File: config.mk
export PLATFORM = sky130hd
export DESIGN_NAME = ov7670_frame_writer
export DESIGN_NICKNAME = d
export VERILOG_FILES = /design/src/rtl/ov7670_frame_writer.sv
export SDC_FILE = /design/constraint.sdc
export NUM_CORES = 1
export LEC_CHECK = 0
export CAP_MARGIN = 20
export CORE_ASPECT_RATIO = 1.5
export CORE_MARGIN = 2
export CORE_UTILIZATION = 55
export DETAILED_ROUTE_END_ITERATION = 12
export GPL_TIMING_DRIVEN = 0
export HOLD_SLACK_MARGIN = 0.08
export PLACE_DENSITY = 0.83
export SLEW_MARGIN = 20
export SYNTH_ARGS = -nofsm -noshare
export SYNTH_HDL_FRONTEND = slang
export SYNTH_SLANG_ARGS = --single-unit
File: constraint.sdc
create_clock -name pclk -period 3.7 [get_ports pclk]
set_input_delay 0.74 -clock pclk [delete_from_list [all_inputs] [get_ports pclk]]
set_output_delay 0.74 -clock pclk [all_outputs]
set_load 0.02 [all_outputs]
File: src/rtl/ov7670_frame_writer.sv
// OV7670 capture stage: pairs camera bytes into RGB565 pixels, reduces them to RGB444
// and emits one linear-address VRAM write per pixel, with frame/line integrity flags.
module ov7670_frame_writer #(
    parameter int H_PIXELS = 320,
    parameter int V_LINES  = 240,
    parameter int ADDR_W   = 17
) (
    input  logic              pclk,
    input  logic              rst,
    input  logic              vsync,
    input  logic              href,
    input  logic [7:0]        d,
    output logic              wr,
    output logic [ADDR_W-1:0] wr_addr,
    output logic [11:0]       wr_data,
    output logic              frame_done,
    output logic [7:0]        frame_count,
    output logic              line_err,
    output logic              frame_err
);
    localparam int PIX_W = $clog2(H_PIXELS + 2);
    localparam logic [PIX_W-1:0]  H_CNT     = PIX_W'(H_PIXELS);
    localparam logic [9:0]        V_CNT     = 10'(V_LINES);
    localparam logic [ADDR_W-1:0] LAST_ADDR = ADDR_W'(H_PIXELS * V_LINES - 1);

    typedef enum logic [1:0] {
        WAIT_VS,
        SYNC,
        CAPTURE
    } state_t;

    state_t            state_q, state_d;
    logic              vs_q, hr_q, vs_dly_q, hr_dly_q;
    logic [7:0]        d_q;
    logic              phase_q, phase_d;
    logic [6:0]        hi_q, hi_d;
    logic [PIX_W-1:0]  pix_cnt_q, pix_cnt_d;
    logic [9:0]        line_cnt_q, line_cnt_d;
    logic              full_q, full_d;
    logic              wr_q, wr_d;
    logic [ADDR_W-1:0] wr_addr_q, wr_addr_d;
    logic [11:0]       wr_data_q, wr_data_d;
    logic              frame_done_q, frame_done_d;
    logic [7:0]        frame_count_q, frame_count_d;
    logic              line_err_q, line_err_d;
    logic              frame_err_q, frame_err_d;

    logic vs_rise, vs_fall, hr_rise, hr_fall, pix_done;

    assign vs_rise  = vs_q & ~vs_dly_q;
    assign vs_fall  = ~vs_q & vs_dly_q;
    assign hr_rise  = hr_q & ~hr_dly_q;
    assign hr_fall  = ~hr_q & hr_dly_q;
    assign pix_done = (state_q == CAPTURE) && hr_q && phase_q;

    always_comb begin
        state_d       = state_q;
        phase_d       = 1'b0;
        hi_d          = hi_q;
        pix_cnt_d     = pix_cnt_q;
        line_cnt_d    = line_cnt_q;
        full_d        = full_q;
        wr_d          = 1'b0;
        wr_addr_d     = wr_addr_q;
        wr_data_d     = wr_data_q;
        frame_done_d  = 1'b0;
        frame_count_d = frame_count_q;
        line_err_d    = 1'b0;
        frame_err_d   = frame_err_q;

        // wr_addr names the pixel being written, so it advances the cycle after the strobe
        if (wr_q) begin
            if (wr_addr_q == LAST_ADDR) begin
                full_d = 1'b1;
            end else begin
                wr_addr_d = wr_addr_q + 1'b1;
            end
        end

        case (state_q)
            WAIT_VS: begin
                if (vs_q) begin
                    state_d = SYNC;
                end
            end

            SYNC: begin
                if (vs_fall) begin
                    state_d     = CAPTURE;
                    wr_addr_d   = '0;
                    full_d      = 1'b0;
                    pix_cnt_d   = '0;
                    line_cnt_d  = '0;
                    frame_err_d = 1'b0;
                end
            end

            CAPTURE: begin
                phase_d = hr_q ? ~phase_q : 1'b0;
                // Only the high-byte bits that survive the RGB444 reduction are kept
                if (hr_q && !phase_q) begin
                    hi_d = {d_q[7:4], d_q[2:0]};
                end
                if (hr_rise) begin
                    pix_cnt_d = '0;
                end
                if (pix_done) begin
                    if (pix_cnt_q != '1) begin
                        pix_cnt_d = pix_cnt_q + 1'b1;
                    end
                    if (full_q) begin
                        frame_err_d = 1'b1;
                    end else begin
                        wr_d      = 1'b1;
                        wr_data_d = {hi_q, d_q[7], d_q[4:1]};
                    end
                end
                if (vs_rise) begin
                    frame_done_d  = 1'b1;
                    frame_count_d = frame_count_q + 1'b1;
                    if (line_cnt_q != V_CNT) begin
                        frame_err_d = 1'b1;
                    end
                    state_d = SYNC;
                end else if (hr_fall) begin
                    if (pix_cnt_q != H_CNT) begin
                        line_err_d  = 1'b1;
                        frame_err_d = 1'b1;
                    end
                    if (line_cnt_q != '1) begin
                        line_cnt_d = line_cnt_q + 1'b1;
                    end
                end
            end

            default: state_d = WAIT_VS;
        endcase
    end

    always_ff @(posedge pclk or posedge rst) begin
        if (rst) begin
            state_q       <= WAIT_VS;
            vs_q          <= 1'b0;
            hr_q          <= 1'b0;
            vs_dly_q      <= 1'b0;
            hr_dly_q      <= 1'b0;
            d_q           <= '0;
            phase_q       <= 1'b0;
            hi_q          <= '0;
            pix_cnt_q     <= '0;
            line_cnt_q    <= '0;
            full_q        <= 1'b0;
            wr_q          <= 1'b0;
            wr_addr_q     <= '0;
            wr_data_q     <= '0;
            frame_done_q  <= 1'b0;
            frame_count_q <= '0;
            line_err_q    <= 1'b0;
            frame_err_q   <= 1'b0;
        end else begin
            state_q       <= state_d;
            vs_q          <= vsync;
            hr_q          <= href;
            vs_dly_q      <= vs_q;
            hr_dly_q      <= hr_q;
            d_q           <= d;
            phase_q       <= phase_d;
            hi_q          <= hi_d;
            pix_cnt_q     <= pix_cnt_d;
            line_cnt_q    <= line_cnt_d;
            full_q        <= full_d;
            wr_q          <= wr_d;
            wr_addr_q     <= wr_addr_d;
            wr_data_q     <= wr_data_d;
            frame_done_q  <= frame_done_d;
            frame_count_q <= frame_count_d;
            line_err_q    <= line_err_d;
            frame_err_q   <= frame_err_d;
        end
    end

    assign wr          = wr_q;
    assign wr_addr     = wr_addr_q;
    assign wr_data     = wr_data_q;
    assign frame_done  = frame_done_q;
    assign frame_count = frame_count_q;
    assign line_err    = line_err_q;
    assign frame_err   = frame_err_q;

endmodule

==> results.toml <==
[min_path]
hold_class = "reg -> reg"
hp-start = "vs_q$_DFF_PP0_"

[synth]
synth_cell_types = 58
synth_area_mm2 = 0.003907
netlist_top_cells_count = "dfrtp_1 (83), nand2_1 (33), mux2_2 (21)"
ys.flop_type = "dfrtp_1"
synthCells = 354
seq_area_frac_synth = 0.5315
synth_top_area_cell = "dfrtp_1"
ys_async_sr_fraction = 1.000
synth_top_area_frac = 0.5315
synthTopCellsByArea = "dfrtp_1 (53%), mux2_2 (6.1%), nand2_1 (3.2%), mux2i_1 (3.1%), a21oi_1 (2.4%)"
synth-edff-count = 0
yosysMostFrequentCell = "dfrtp_1"
synth_nets = 373
postSynthAreaPerCell_um2 = 11.04
ys_ff_latch = 83
synth_warnings = 0

[power_and_ir_drop]
power_frac_comb = 0.124
powerDensity_mw_per_mm2 = 405.9
swShare = 0.2584
irDropWorstVdd_mv = 0.3882
power_frac_seq = 0.535
p_leak_uw = 0.002035
clockPowerShare = 0.342
netSwitchingPower_uw = 498.9
power.internal_uw = 1432

[cts]
numClockSinks = 83
hold_buffers = 0
cts_max_level = 3
cts_tree = "built"
clk_latency_ps = 370
post_cts_buffers = 0
cts-root-buf = "clkbuf_8"
cts_max_path_buffers = 2
clk_pin_slew_worst_paths_ps = 80
cts_resized = 0
cts-buffers-inserted = 9

[die]
core-area_mm2 = 0.006852
rows = 37
fp.dieH_um = 107.2
die_x_um = 72.82
initial_core_util = 0.5703
ios = 53
die-area_mm2 = 0.007808

[placement]
place_congestion = 0.8801
portBuffers = 52
dp_hpwl_um = 5947
dp.cells = 485

[global_routing]
antenna_found_initial = 0
grtUsageTotal = 0.2338
grt_overflow_total = 0
grt_pass1_vias = 2972
grt_pass1_wl_um = 14100
grt_max_degree = 50

[worst_setup_path]
end_kind = "flop"
cp.required_ps = 3950
cp.arrival_ps = 3020
critPathLaunch = "pix_cnt_q[0]$_DFFE_PP0P_"
r2r-start = "pix_cnt_q[0]$_DFFE_PP0P_"
cp-start-kind = "flop"
cp_max_fo = 6
path_class = "reg -> reg"

[status]
outcome = "finished, final reports clean"

[detailed_routing]
met3WireLength_um = 405
highest_layer = "met4"
final_antenna_net_count = 0
finalWirelength_um = 8372
drc = 0
viasPerCell = 6.206
wl_met1_um = 3395
num_vias = 3109
wl_per_cell_um = 16.71
first_iter_violations = 189
dr.pass1.iters = 5
route.met2.wl_um = 4308

[cells_and_area]
final_cells = 501
fillers = 520
syn2layout_area_growth_pct = 21.74
multi_input_area_mm2 = 0.001730
diodes = 0
ff_latch_area_mm2 = 0.002077
drive_gt1_frac = 0.1158
fin_nets = 437

[timing]
timing.setup.tns_ps = 0
period_minus_slack_ps = 2771
fin_crit_sh = 0.7488
finalSetupViolCount = 0
maxSlewViolCount = 0
rsz0062_at_grt = "false"
worst_slew_pin_slew_ps = 653.0
max_freq_ghz = 0.3609
hold_viol = 0
whs_ps = 484.2
maxSlewHeadroom = 0.5631
clock_skew_ps = 8.799

[run]
cap_viol_max_count = 0
flip-flops by register name, summed over array words and instances (netlist names):
signal       cells
hr_dly_q         1
vs_dly_q         1
wr_data         12
wr_addr         17
d_q              8
line_cnt_q      10
vs_q             1
line_err         1
state_q          2
frame_count      8
pix_cnt_q        9
full_q           1
frame_err        1
wr               1
phase_q          1
frame_done       1
hr_q             1
hi_q             7
power groups by stage:
stage	Sequential [uW]	Combinational, uW	Clock (uW)
floorplan	1060	120	0
global placement	1050	229	0
detailed placement	1050	242	0
CTS	1030	242	666
global route	1040	263	703
finish	1030	239	660
critical path, stage by stage (launching register included):
cell	delay, ps
dfrtp_1	450
ha_1	250
and3_1	240
nand2_1	80
nor2_1	60
ha_1	210
or4bb_1	480
a21boi_0	350
o21ai_0	160
a311o_1	380
final timing paths:
| path | endpoint | slack [ps] | cells past startpoint |
|---|---|---|---|
| max | pix_cnt_q[2]$_DFFE_PP0P_ | 930 | 9 |
| min | vs_dly_q$_DFF_PP0_ | 480 | 0 |
| max reg2reg | pix_cnt_q[2]$_DFFE_PP0P_ | 930 | 9 |
| min reg2reg | vs_dly_q$_DFF_PP0_ | 480 | 0 |
| max in group asynchronous | pix_cnt_q[4]$_DFFE_PP0P_ | 2380 | 3 |
| min in group asynchronous | frame_done$_DFF_PP0_ | 740 | 2 |
layout make-up:
| class | count | share of cell area |
|---|---|---|
| flip-flops and latches | 83 | 0.4366 |
| multi-input cells | 247 | 0.3638 |
| repair buffers | 53 | 0.1152 |
| clock buffers | 10 | 0.02893 |
| well taps | 78 | 0.02052 |
| clock inverters | 6 | 0.01341 |
| plain buffers | 14 | 0.01315 |
| inverters | 10 | 0.008417 |
cells by family after synthesis:
family | count (synthesis) | share of synthesized area
muxes | 33 | 0.09126
DFF | 83 | 0.5315
buffers and inverters | 24 | 0.02562
adders and majority gates | 7 | 0.02241
and+or+nand+nor | 138 | 0.2049
xor gates and xnor gates | 7 | 0.01569
AOI/OAI and AO/OA | 62 | 0.1086
per-stage QoR:
step,utilization,worst slack [ps],total power [uW],instance area [um^2]
floorplan,-,823.2,1185,3908
global placement,0.6605,-388.2,1274,4526
detailed placement,0.6649,983.7,1293,4556
CTS,0.6943,956.9,1942,4757
global route,0.6943,721.7,2010,4757
finish,0.6943,929.4,1931,4757
cells in the final DEF, fill, tap and decap left out, drive strengths merged, types with 2 or more instances in the layout:
cell	count
a211oi	4
a21boi	2
a21oi	19
a31o	3
a31oi	2
and2	3
and3	7
and4	8
buf	5
clkbuf	20
clkdlybuf4s50	52
clkinv	2
clkinvlp	2
dfrtp	83
ha	7
inv	11
mux2	21
mux2i	12
nand2	33
nand2b	14
nand3	16
nand3b	2
nand4	10
nand4b	2
nor2	11
nor2b	3
nor3	5
nor4	5
o21a	2
o21ai	7
o22ai	2
o31ai	6
o41ai	2
or3	2
or4	9
xnor2	6
metal layers:
layer  vias up  GRT usage
met1      1535     0.2895
met3        27    0.04981
met5         -          0
met2       107     0.3831
li1       1440          -
met4         0     0.1138
Power figures use the tool's default switching activity.
